`config.mk`:
```
export PLATFORM = sky130hd
export DESIGN_NAME = fetch_queue_flat
export DESIGN_NICKNAME = d
export VERILOG_FILES = /design/src/rtl/fetch_queue_if.sv /design/src/rtl/fetch_queue.sv /design/src/flat_wrapper.sv
export SDC_FILE = /design/constraint.sdc
export NUM_CORES = 1
export LEC_CHECK = 0
export ABC_AREA = 0
export ABC_CLOCK_PERIOD_IN_PS = 4700
export CELL_PAD_IN_SITES_DETAIL_PLACEMENT = 0
export CELL_PAD_IN_SITES_GLOBAL_PLACEMENT = 2
export CORE_ASPECT_RATIO = 1.1
export CORE_MARGIN = 1.5
export CORE_UTILIZATION = 38
export CTS_CLUSTER_SIZE = 24
export DETAILED_ROUTE_END_ITERATION = 16
export GPL_ROUTABILITY_DRIVEN = 0
export PLACE_DENSITY_LB_ADDON = 0.1
export SLEW_MARGIN = 5
export SYNTH_ARGS = -nofsm -noshare
export SYNTH_HDL_FRONTEND = slang
export SYNTH_SLANG_ARGS = --single-unit
```
`constraint.sdc`:
```
create_clock -name clk -period 4.7 [get_ports clk]
set_input_delay 0.94 -clock clk [delete_from_list [all_inputs] [get_ports clk]]
set_output_delay 0.94 -clock clk [all_outputs]
set_load 0.01 [all_outputs]
```
`src/rtl/fetch_queue_if.sv`:
```
// Fetch-stage bus bundle: instruction-memory request/response plus the
// decode-side handshake and redirect inputs.
interface fetch_queue_if;
   logic        imem_req;
   logic [31:0] imem_addr;
   logic        imem_gnt;
   logic        imem_rvalid;
   logic [31:0] imem_rdata;
   logic        redirect;
   logic [31:0] redirect_pc;
   logic        id_ready;
   logic        id_valid;
   logic [31:0] id_inst;
   logic [24:0] id_imm_field;
   logic [31:0] id_pc;
   logic [31:0] id_pc_plus4;

   modport master (
      output imem_req,
      output imem_addr,
      input  imem_gnt,
      input  imem_rvalid,
      input  imem_rdata,
      input  redirect,
      input  redirect_pc,
      input  id_ready,
      output id_valid,
      output id_inst,
      output id_imm_field,
      output id_pc,
      output id_pc_plus4
   );

   modport slave (
      input  imem_req,
      input  imem_addr,
      output imem_gnt,
      output imem_rvalid,
      output imem_rdata,
      output redirect,
      output redirect_pc,
      output id_ready,
      input  id_valid,
      input  id_inst,
      input  id_imm_field,
      input  id_pc,
      input  id_pc_plus4
   );
endinterface

```
`src/rtl/fetch_queue.sv`:
```
// Instruction fetch stage: in-order word fetch into a PC-tagged FIFO,
// with redirect flush and discard of in-flight responses.
module fetch_queue #(
   parameter int          DEPTH    = 4,
   parameter logic [31:0] RESET_PC = 32'h0000_0000
) (
   input logic           clk,
   input logic           rst_n,
   fetch_queue_if.master io_bus
);

   localparam int AW = (DEPTH > 1) ? $clog2(DEPTH) : 1;
   localparam int CW = AW + 1;
   localparam int LW = CW + 1;

   logic [31:0]   r_fetch_pc;
   logic [31:0]   r_resp_pc;
   logic [31:0]   r_inst [DEPTH];
   logic [31:0]   r_pc   [DEPTH];
   logic [AW-1:0] r_rd_ptr;
   logic [AW-1:0] r_wr_ptr;
   logic [CW-1:0] r_count;
   logic [CW-1:0] r_outst;
   logic [CW-1:0] r_drop;

   logic [LW-1:0] w_level;
   logic          w_req;
   logic          w_grant;
   logic          w_drop_any;
   logic          w_discard;
   logic          w_push;
   logic          w_valid;
   logic          w_pop;
   logic [CW-1:0] w_drop_redir;
   logic [31:0]   w_head_inst;
   logic [31:0]   w_head_pc;

   // Entries, live requests and pending discards share one DEPTH budget,
   // so an accepted response always has a free slot.
   assign w_level = LW'(r_count) + LW'(r_outst) + LW'(r_drop);
   assign w_req   = rst_n & ~io_bus.redirect
                  & (w_level < LW'(DEPTH));
   assign w_grant = w_req & io_bus.imem_gnt;

   assign w_drop_any = (r_drop != '0);
   assign w_discard  = io_bus.imem_rvalid
                     & (io_bus.redirect | w_drop_any);
   assign w_push     = io_bus.imem_rvalid & ~w_discard;

   assign w_valid = (r_count != '0) & ~io_bus.redirect;
   assign w_pop   = w_valid & io_bus.id_ready;

   // Everything still in flight at a redirect becomes a discard.
   assign w_drop_redir = CW'(LW'(r_drop) + LW'(r_outst)
                       - LW'(io_bus.imem_rvalid));

   always_ff @(posedge clk or negedge rst_n) begin
      if (!rst_n) begin
         r_fetch_pc <= RESET_PC;
         r_resp_pc  <= RESET_PC;
         r_rd_ptr   <= '0;
         r_wr_ptr   <= '0;
         r_count    <= '0;
         r_outst    <= '0;
         r_drop     <= '0;
      end else if (io_bus.redirect) begin
         r_fetch_pc <= io_bus.redirect_pc;
         r_resp_pc  <= io_bus.redirect_pc;
         r_rd_ptr   <= '0;
         r_wr_ptr   <= '0;
         r_count    <= '0;
         r_outst    <= '0;
         r_drop     <= w_drop_redir;
      end else begin
         if (w_grant) begin
            r_fetch_pc <= r_fetch_pc + 32'd4;
         end
         if (w_push) begin
            r_resp_pc <= r_resp_pc + 32'd4;
            r_wr_ptr  <= r_wr_ptr + AW'(1);
         end
         if (w_pop) begin
            r_rd_ptr <= r_rd_ptr + AW'(1);
         end
         r_count <= r_count + CW'(w_push) - CW'(w_pop);
         r_outst <= r_outst + CW'(w_grant) - CW'(w_push);
         if (io_bus.imem_rvalid && w_drop_any) begin
            r_drop <= r_drop - CW'(1);
         end
      end
   end

   always_ff @(posedge clk or negedge rst_n) begin
      if (!rst_n) begin
         for (int i = 0; i < DEPTH; i++) begin
            r_inst[i] <= '0;
            r_pc[i]   <= '0;
         end
      end else if (w_push) begin
         r_inst[r_wr_ptr] <= io_bus.imem_rdata;
         r_pc[r_wr_ptr]   <= r_resp_pc;
      end
   end

   assign w_head_inst = r_inst[r_rd_ptr];
   assign w_head_pc   = r_pc[r_rd_ptr];

   assign io_bus.imem_req     = w_req;
   assign io_bus.imem_addr    = r_fetch_pc;
   assign io_bus.id_valid     = w_valid;
   assign io_bus.id_inst      = w_head_inst;
   assign io_bus.id_imm_field = w_head_inst[31:7];
   assign io_bus.id_pc        = w_head_pc;
   assign io_bus.id_pc_plus4  = w_head_pc + 32'd4;

endmodule

```
`src/flat_wrapper.sv`:
```
// flat-port wrapper written by rule: the top's interface ports become plain ports
module fetch_queue_flat 
#(
   parameter int          DEPTH    = 4,
   parameter logic [31:0] RESET_PC = 32'h0000_0000
)
  (clk, rst_n, io_bus_imem_req, io_bus_imem_addr, io_bus_imem_gnt, io_bus_imem_rvalid, io_bus_imem_rdata, io_bus_redirect, io_bus_redirect_pc, io_bus_id_ready, io_bus_id_valid, io_bus_id_inst, io_bus_id_imm_field, io_bus_id_pc, io_bus_id_pc_plus4);
  fetch_queue_if io_bus_i ();
  input logic clk;
  input logic rst_n;
  output wire logic [$bits(io_bus_i.imem_req)-1:0] io_bus_imem_req;
  output wire logic [$bits(io_bus_i.imem_addr)-1:0] io_bus_imem_addr;
  input wire logic [$bits(io_bus_i.imem_gnt)-1:0] io_bus_imem_gnt;
  input wire logic [$bits(io_bus_i.imem_rvalid)-1:0] io_bus_imem_rvalid;
  input wire logic [$bits(io_bus_i.imem_rdata)-1:0] io_bus_imem_rdata;
  input wire logic [$bits(io_bus_i.redirect)-1:0] io_bus_redirect;
  input wire logic [$bits(io_bus_i.redirect_pc)-1:0] io_bus_redirect_pc;
  input wire logic [$bits(io_bus_i.id_ready)-1:0] io_bus_id_ready;
  output wire logic [$bits(io_bus_i.id_valid)-1:0] io_bus_id_valid;
  output wire logic [$bits(io_bus_i.id_inst)-1:0] io_bus_id_inst;
  output wire logic [$bits(io_bus_i.id_imm_field)-1:0] io_bus_id_imm_field;
  output wire logic [$bits(io_bus_i.id_pc)-1:0] io_bus_id_pc;
  output wire logic [$bits(io_bus_i.id_pc_plus4)-1:0] io_bus_id_pc_plus4;
  assign io_bus_imem_req = io_bus_i.imem_req;
  assign io_bus_imem_addr = io_bus_i.imem_addr;
  assign io_bus_i.imem_gnt = io_bus_imem_gnt;
  assign io_bus_i.imem_rvalid = io_bus_imem_rvalid;
  assign io_bus_i.imem_rdata = io_bus_imem_rdata;
  assign io_bus_i.redirect = io_bus_redirect;
  assign io_bus_i.redirect_pc = io_bus_redirect_pc;
  assign io_bus_i.id_ready = io_bus_id_ready;
  assign io_bus_id_valid = io_bus_i.id_valid;
  assign io_bus_id_inst = io_bus_i.id_inst;
  assign io_bus_id_imm_field = io_bus_i.id_imm_field;
  assign io_bus_id_pc = io_bus_i.id_pc;
  assign io_bus_id_pc_plus4 = io_bus_i.id_pc_plus4;
  fetch_queue #(.DEPTH(DEPTH), .RESET_PC(RESET_PC)) u_core (.clk(clk), .rst_n(rst_n), .io_bus(io_bus_i));
endmodule
```
==> flow_summary.ini, run 1 <==
[synthesis]
synth_area_um2 = 16200
async_flop_share_pct = 100
synth_fp_nets = 1363
synth_area_per_cell_um2 = 12.8
synth_cell_types = 50
synth_edf_count = 0
yosysTopAreaCellShare_pct = 51.4
synthCells = 1269
synth_area_leaders = dfrtp_1, mux2_2, mux4_2, xnor2_1, nand2_1
ys_seq_area_share_pct = 51.4
ys_seq_elements = 333
synth_flop_cell = dfrtp_1
yosys.area.top_type = dfrtp_1
ys_warn_count = 0

[setup_path]
crit_start = u_core.r_rd_ptr[1]
worstSetupPathType = reg2out
crit_path_end_kind = output pin
worstPathArrival_ns = 3.49
cp_data_required_time_ns = 3.76
ff2ff_path_depth = 11
rr_startpoint = u_core.r_outst[1]
cp-start-kind = flop
crit_end = io_bus_id_pc_plus4[31]
r2r_end = u_core.io_bus.imem_addr[30]
reg2reg_slack_ns = 1.09
critPathMaxFanout = 24

[finish]
final_cells = 2042
drive_above_1_share_pct = 25.7
num-fill-cells = 3864
syn_to_final_growth_pct = 24.1
nets = 1547
layout_commonest_cell = dfrtp_1
layout_common_cells = dfrtp_1, mux2_2, clkdlybuf4s50_1, nand2_1, o21ai_0
post-route-util_pct = 47.7

[global_route]
grt_overflow = 0
grt_util_all_layers_pct = 19.1
grt_max_degree = 161
antenna_found_initial = 0
grt_pass1_wl_mm = 64.4
grt_pass1_vias = 11000

[power_and_ir_drop]
p_total_w = 0.0115
peakVddDrop_v = 0.000218
leakagePower_nw = 8.86
power_density_nw_per_um2 = 573

[clock_network]
htree_num_levels = 2
cts-resized-gates = 0
cts.clk_slew.worst_paths_ns = 0.06
clk_path_buf_depth = 3
cts_tree = built
clock_latency_ns = 0.53
cts-root-buf = clkbuf_16
numCtsBuffers = 39
cts_hold_buf = 0
clock-sinks = 333

[sta]
setup_viol = 0
worst_pin_slew_ns = 1.09
fin_skew_ns = 0.0251
max-slew-margin-rel_pct = 26.6
fin_crit_sh_pct = 94.2
setup_tns_ns = 0
fin_crit_ns = 4.43
slew_viol_final = 0
fmax_ghz = 0.226
rsz0062_at_grt = no
holdWs_ns = 0.312
finalHoldViolCount = 0

[outcome]
status = finished clean

[placed_design]
numPortBuffers = 224
dp_cells = 1978
hpwl_mm = 27.4

[routing]
vias_per_cell = 5.19
wl_per_cell_um = 20.2
drc = 0
drt_iter0_drc = 384
firstDrtPassIters = 4
routed_wl_mm = 41.3
ant_nets = 0
dr_total_vias = 10600

[floorplan]
num_rows = 79
die_width_um = 200
die_h_um = 220
start_util_pct = 38.4
core_um2 = 42200
dieArea_um2 = 43900
io_pins = 225

[run]
max_cap_violations = 0

[min_path]
min_path_type = in2async
[sequential cells by signal (all words and copies together), names as in the netlist]
name / count
u_core.r_inst: 128
u_core.r_pc: 128
u_core.io_bus.imem_addr: 32
u_core.r_resp_pc: 32
u_core.r_count: 3
u_core.r_drop: 3
u_core.r_outst: 3
u_core.r_rd_ptr: 2
u_core.r_wr_ptr: 2
[worst min path at each step]
| stage | from | end | depth (start not counted) |
|---|---|---|---|
| 3_5_place_dp | u_core.r_pc[12] | u_core.r_pc[12] | 2 |
| 2_1_floorplan | u_core.r_pc[82] | u_core.r_pc[82] | 2 |
| 4_1_cts | rst_n | u_core.r_pc[65] | 1 |
| 5_1_grt | rst_n | u_core.r_inst[25] | 1 |
| 6_report | rst_n | u_core.r_inst[87] | 1 |
| 3_3_place_gp | u_core.r_pc[18] | u_core.r_pc[18] | 2 |
[through the flow]
step / cell area [um2] / setup slack (ns)
2_1_floorplan: 16200 / 1.03
3_3_place_gp: 18900 / 0.700
6_report: 20100 / 0.272
5_1_grt: 20100 / 0.0572
4_1_cts: 20100 / 0.0814
3_5_place_dp: 18900 / 0.663
[report_power, final]
part	total (W)	switching, W	internal (W)
Combinational	0.00461	0.00199	0.00261
Sequential	0.00401	0.000469	0.00354
Clock	0.00293	0.00115	0.00178
[cells by family (layout without fill, tap and decap cells)]
logic type               count (synthesis)  after routing  share of synthesized area (%)
buffers and inverters                  143            348                           4.33
AO/OA/AOI/OAI                          125            125                           4.51
XOR/XNOR                                68             68                           3.67
adder cells (fa/ha/maj)                 24             24                           2.13
multiplexers                           301            301                           25.5
other                                    0              1                              0
AND/OR/NAND/NOR                        275            275                           8.45
flip-flops                             333            333                           51.4
[area by class of cell]
type	count	area (um2)	share of cell area, %
antenna	1	2.50	0.0124
clock buffer	57	1140	5.68
clock inverter	5	78.8	0.391
inverter	36	135	0.671
multi-input combinational	793	7220	35.9
sequential	333	8340	41.4
tap	567	709	3.52
timing repair buffer	250	2510	12.5
[synth_stat cells (all sizes together), types with 2 or more instances]
master and n:
nor4 18, mux2 232, nor2b 4, inv 36
ha 18, or3 4, nand4b 2, a41oi 2
o311ai 12, fa 6, and3 12, a31oi 3
nand4 23, nor3 19, and4 4, dfrtp 333
nand3 42, xnor2 51, nor2 31, clkbuf 32
nand2 101, and2 9, mux4 64, mux2i 5
o211ai 12, a21o 3, xor2 17, a21oi 14
buf 75, o21ai 75
[per-layer routing]
metal	vias up	global-route usage, %	routed length, um
met5	-	0	0
met4	0	4.94	838
li1	4927	-	-
met3	51	4.12	2010
met2	195	31.0	19600
met1	5426	25.9	18900
[timing repair]
action,4_1_cts,5_1_grt
buffers inserted,0,1
endpoints found under the hold margin,0,0
endpoints found under the setup margin,0,5
[worst max-delay path: stages, from the launching register on]
cell,delay [ns]
dfrtp_2,0.64
buf_12,0.26
mux4_1,0.31
and3_1,0.31
nor2b_1,0.41
nand4b_1,0.24
xnor2_1,0.21
clkdlybuf4s50_1,0.59
Note: power is estimated with default switching activity, not from simulation.
==> run 2, diff against run 1 <==
Settings changed: ABC_CLOCK_PERIOD_IN_PS 4700 to 4400.
Clock period 4.7 ns to 4.4 ns, I/O delays scaled along.
==> flow_summary.ini, run 2 (synthesis gave the netlist of run 1 again) <==
[setup_path]
critPathMaxFanout = 11
worstSetupPathType = reg2out
worstPathArrival_ns = 3.35
crit_path_end_kind = output pin
cp-start-kind = flop
rr_startpoint = u_core.r_count[1]
crit_start = u_core.r_rd_ptr[0]
cp_data_required_time_ns = 3.52

[global_route]
grt_pass1_wl_mm = 65.7
grt_overflow = 0
antenna_found_initial = 0
grt_max_degree = 79
grt_util_all_layers_pct = 19.6
grt_pass1_vias = 11100

[floorplan]
die_width_um = 200
die_h_um = 220
core_um2 = 42200
io_pins = 225
num_rows = 79
dieArea_um2 = 43900
start_util_pct = 38.4

[min_path]
min_path_type = in2async

[routing]
routed_wl_mm = 42.3
vias_per_cell = 5.19
dr_total_vias = 10700
firstDrtPassIters = 6
drc = 0
wl_per_cell_um = 20.6
drt_iter0_drc = 378
ant_nets = 0

[finish]
nets = 1553
layout_common_cells = dfrtp_1, mux2_2, clkdlybuf4s50_1, nand2_1, o21ai_0
diodes = 0
final_area_um2 = 20300
syn_to_final_growth_pct = 25.0
num-fill-cells = 3874
drive_above_1_share_pct = 27.1
layout_commonest_cell = dfrtp_1
seqCellArea_um2 = 8340
reg_top3 = u_core.r_inst (128), u_core.r_pc (128)
multi_input_area_um2 = 7250

[run]
max_cap_violations = 0

[sta]
fin_crit_ns = 4.23
fmax_ghz = 0.237
rsz0062_at_grt = no
slew_viol_final = 0
finalHoldViolCount = 0
setup_tns_ns = 0
max-slew-margin-rel_pct = 25.9
fin_skew_ns = 0.00724
fin_crit_sh_pct = 96.1
setup_viol = 0
worst_pin_slew_ns = 1.11

[clock_network]
htree_num_levels = 2
cts_tree = built
numCtsBuffers = 38
clock_latency_ns = 0.53
clk_path_buf_depth = 3
cts.clk_slew.worst_paths_ns = 0.06
cts_hold_buf = 0
cts-root-buf = clkbuf_16
clock-sinks = 333

[outcome]
status = finished clean

[power_and_ir_drop]
power_density_nw_per_um2 = 620
leakagePower_nw = 8.95
peakVddDrop_v = 0.000215

[placed_design]
numPortBuffers = 224
hpwl_mm = 28.3
dpl-instance-area_um2 = 18900
run 2: critical path, stage by stage (launching register included):
cell	delay, ns
dfrtp_4	0.56
mux4_1	0.65
ha_1	0.23
and2_2	0.24
and3_1	0.28
nand4_1	0.14
xnor2_1	0.14
clkdlybuf4s50_1	0.57
run 2: path summary, 6_finish.rpt:
check                                               to  slack [ns]  cells after the start
worst min register to register        u_core.r_pc[114]        0.47                      2
min in group clk                      u_core.r_pc[114]        0.47                      2
worst min-delay path                 u_core.r_inst[82]        0.22                      1
worst max-delay path            io_bus_id_pc_plus4[22]        0.17                      7
worst max register to register       u_core.r_outst[2]        0.81                     12
max in group asynchronous         u_core.r_resp_pc[20]        2.09                      3
run 2: area by class of cell:
cell class	instances	share of cell area, %
Clock buffer	58	5.91
Clock inverter	12	0.691
Inverter	36	0.666
Tap cell	567	3.50
Multi-Input combinational cell	793	35.7
Timing Repair Buffer	257	12.4
Sequential cell	333	41.1
run 2: layer usage:
| layer | GRT usage [%] | vias up | part of all wire [%] |
|---|---|---|---|
| met5 | 0 | - | 0 |
| met4 | 4.34 | 0 | 1.6 |
| met3 | 3.26 | 47 | 4.7 |
| met2 | 32.7 | 187 | 48 |
| met1 | 26.7 | 5506 | 46 |
| li1 | - | 4939 | - |
run 2: per-stage QoR:
step	hold WS [ns]	power, W	std cells	setup WS, ns	utilization [%]
3_5_place_dp	0.466	0.00934	1984	0.435	44.8
4_1_cts	0.214	0.0128	2056	0.0384	48.0
5_1_grt	0.228	0.0133	2056	0.00853	48.1
2_1_floorplan	0.442	0.00705	1269	0.726	-
6_report	0.220	0.0126	2056	0.172	48.1
3_3_place_gp	0.457	0.00927	1984	0.466	44.8
run 2: power breakdown:
part,leakage (nW),internal (W),switching [W]
registers,4.39,0.00378,0.000501
clock network,0.661,0.00206,0.00128
logic,3.90,0.00279,0.00217
run 2: timing repair:
item,4_1_cts,5_1_grt
endpoints found under the setup margin,11,5
setup buffers,2,0
resized for setup,2,9
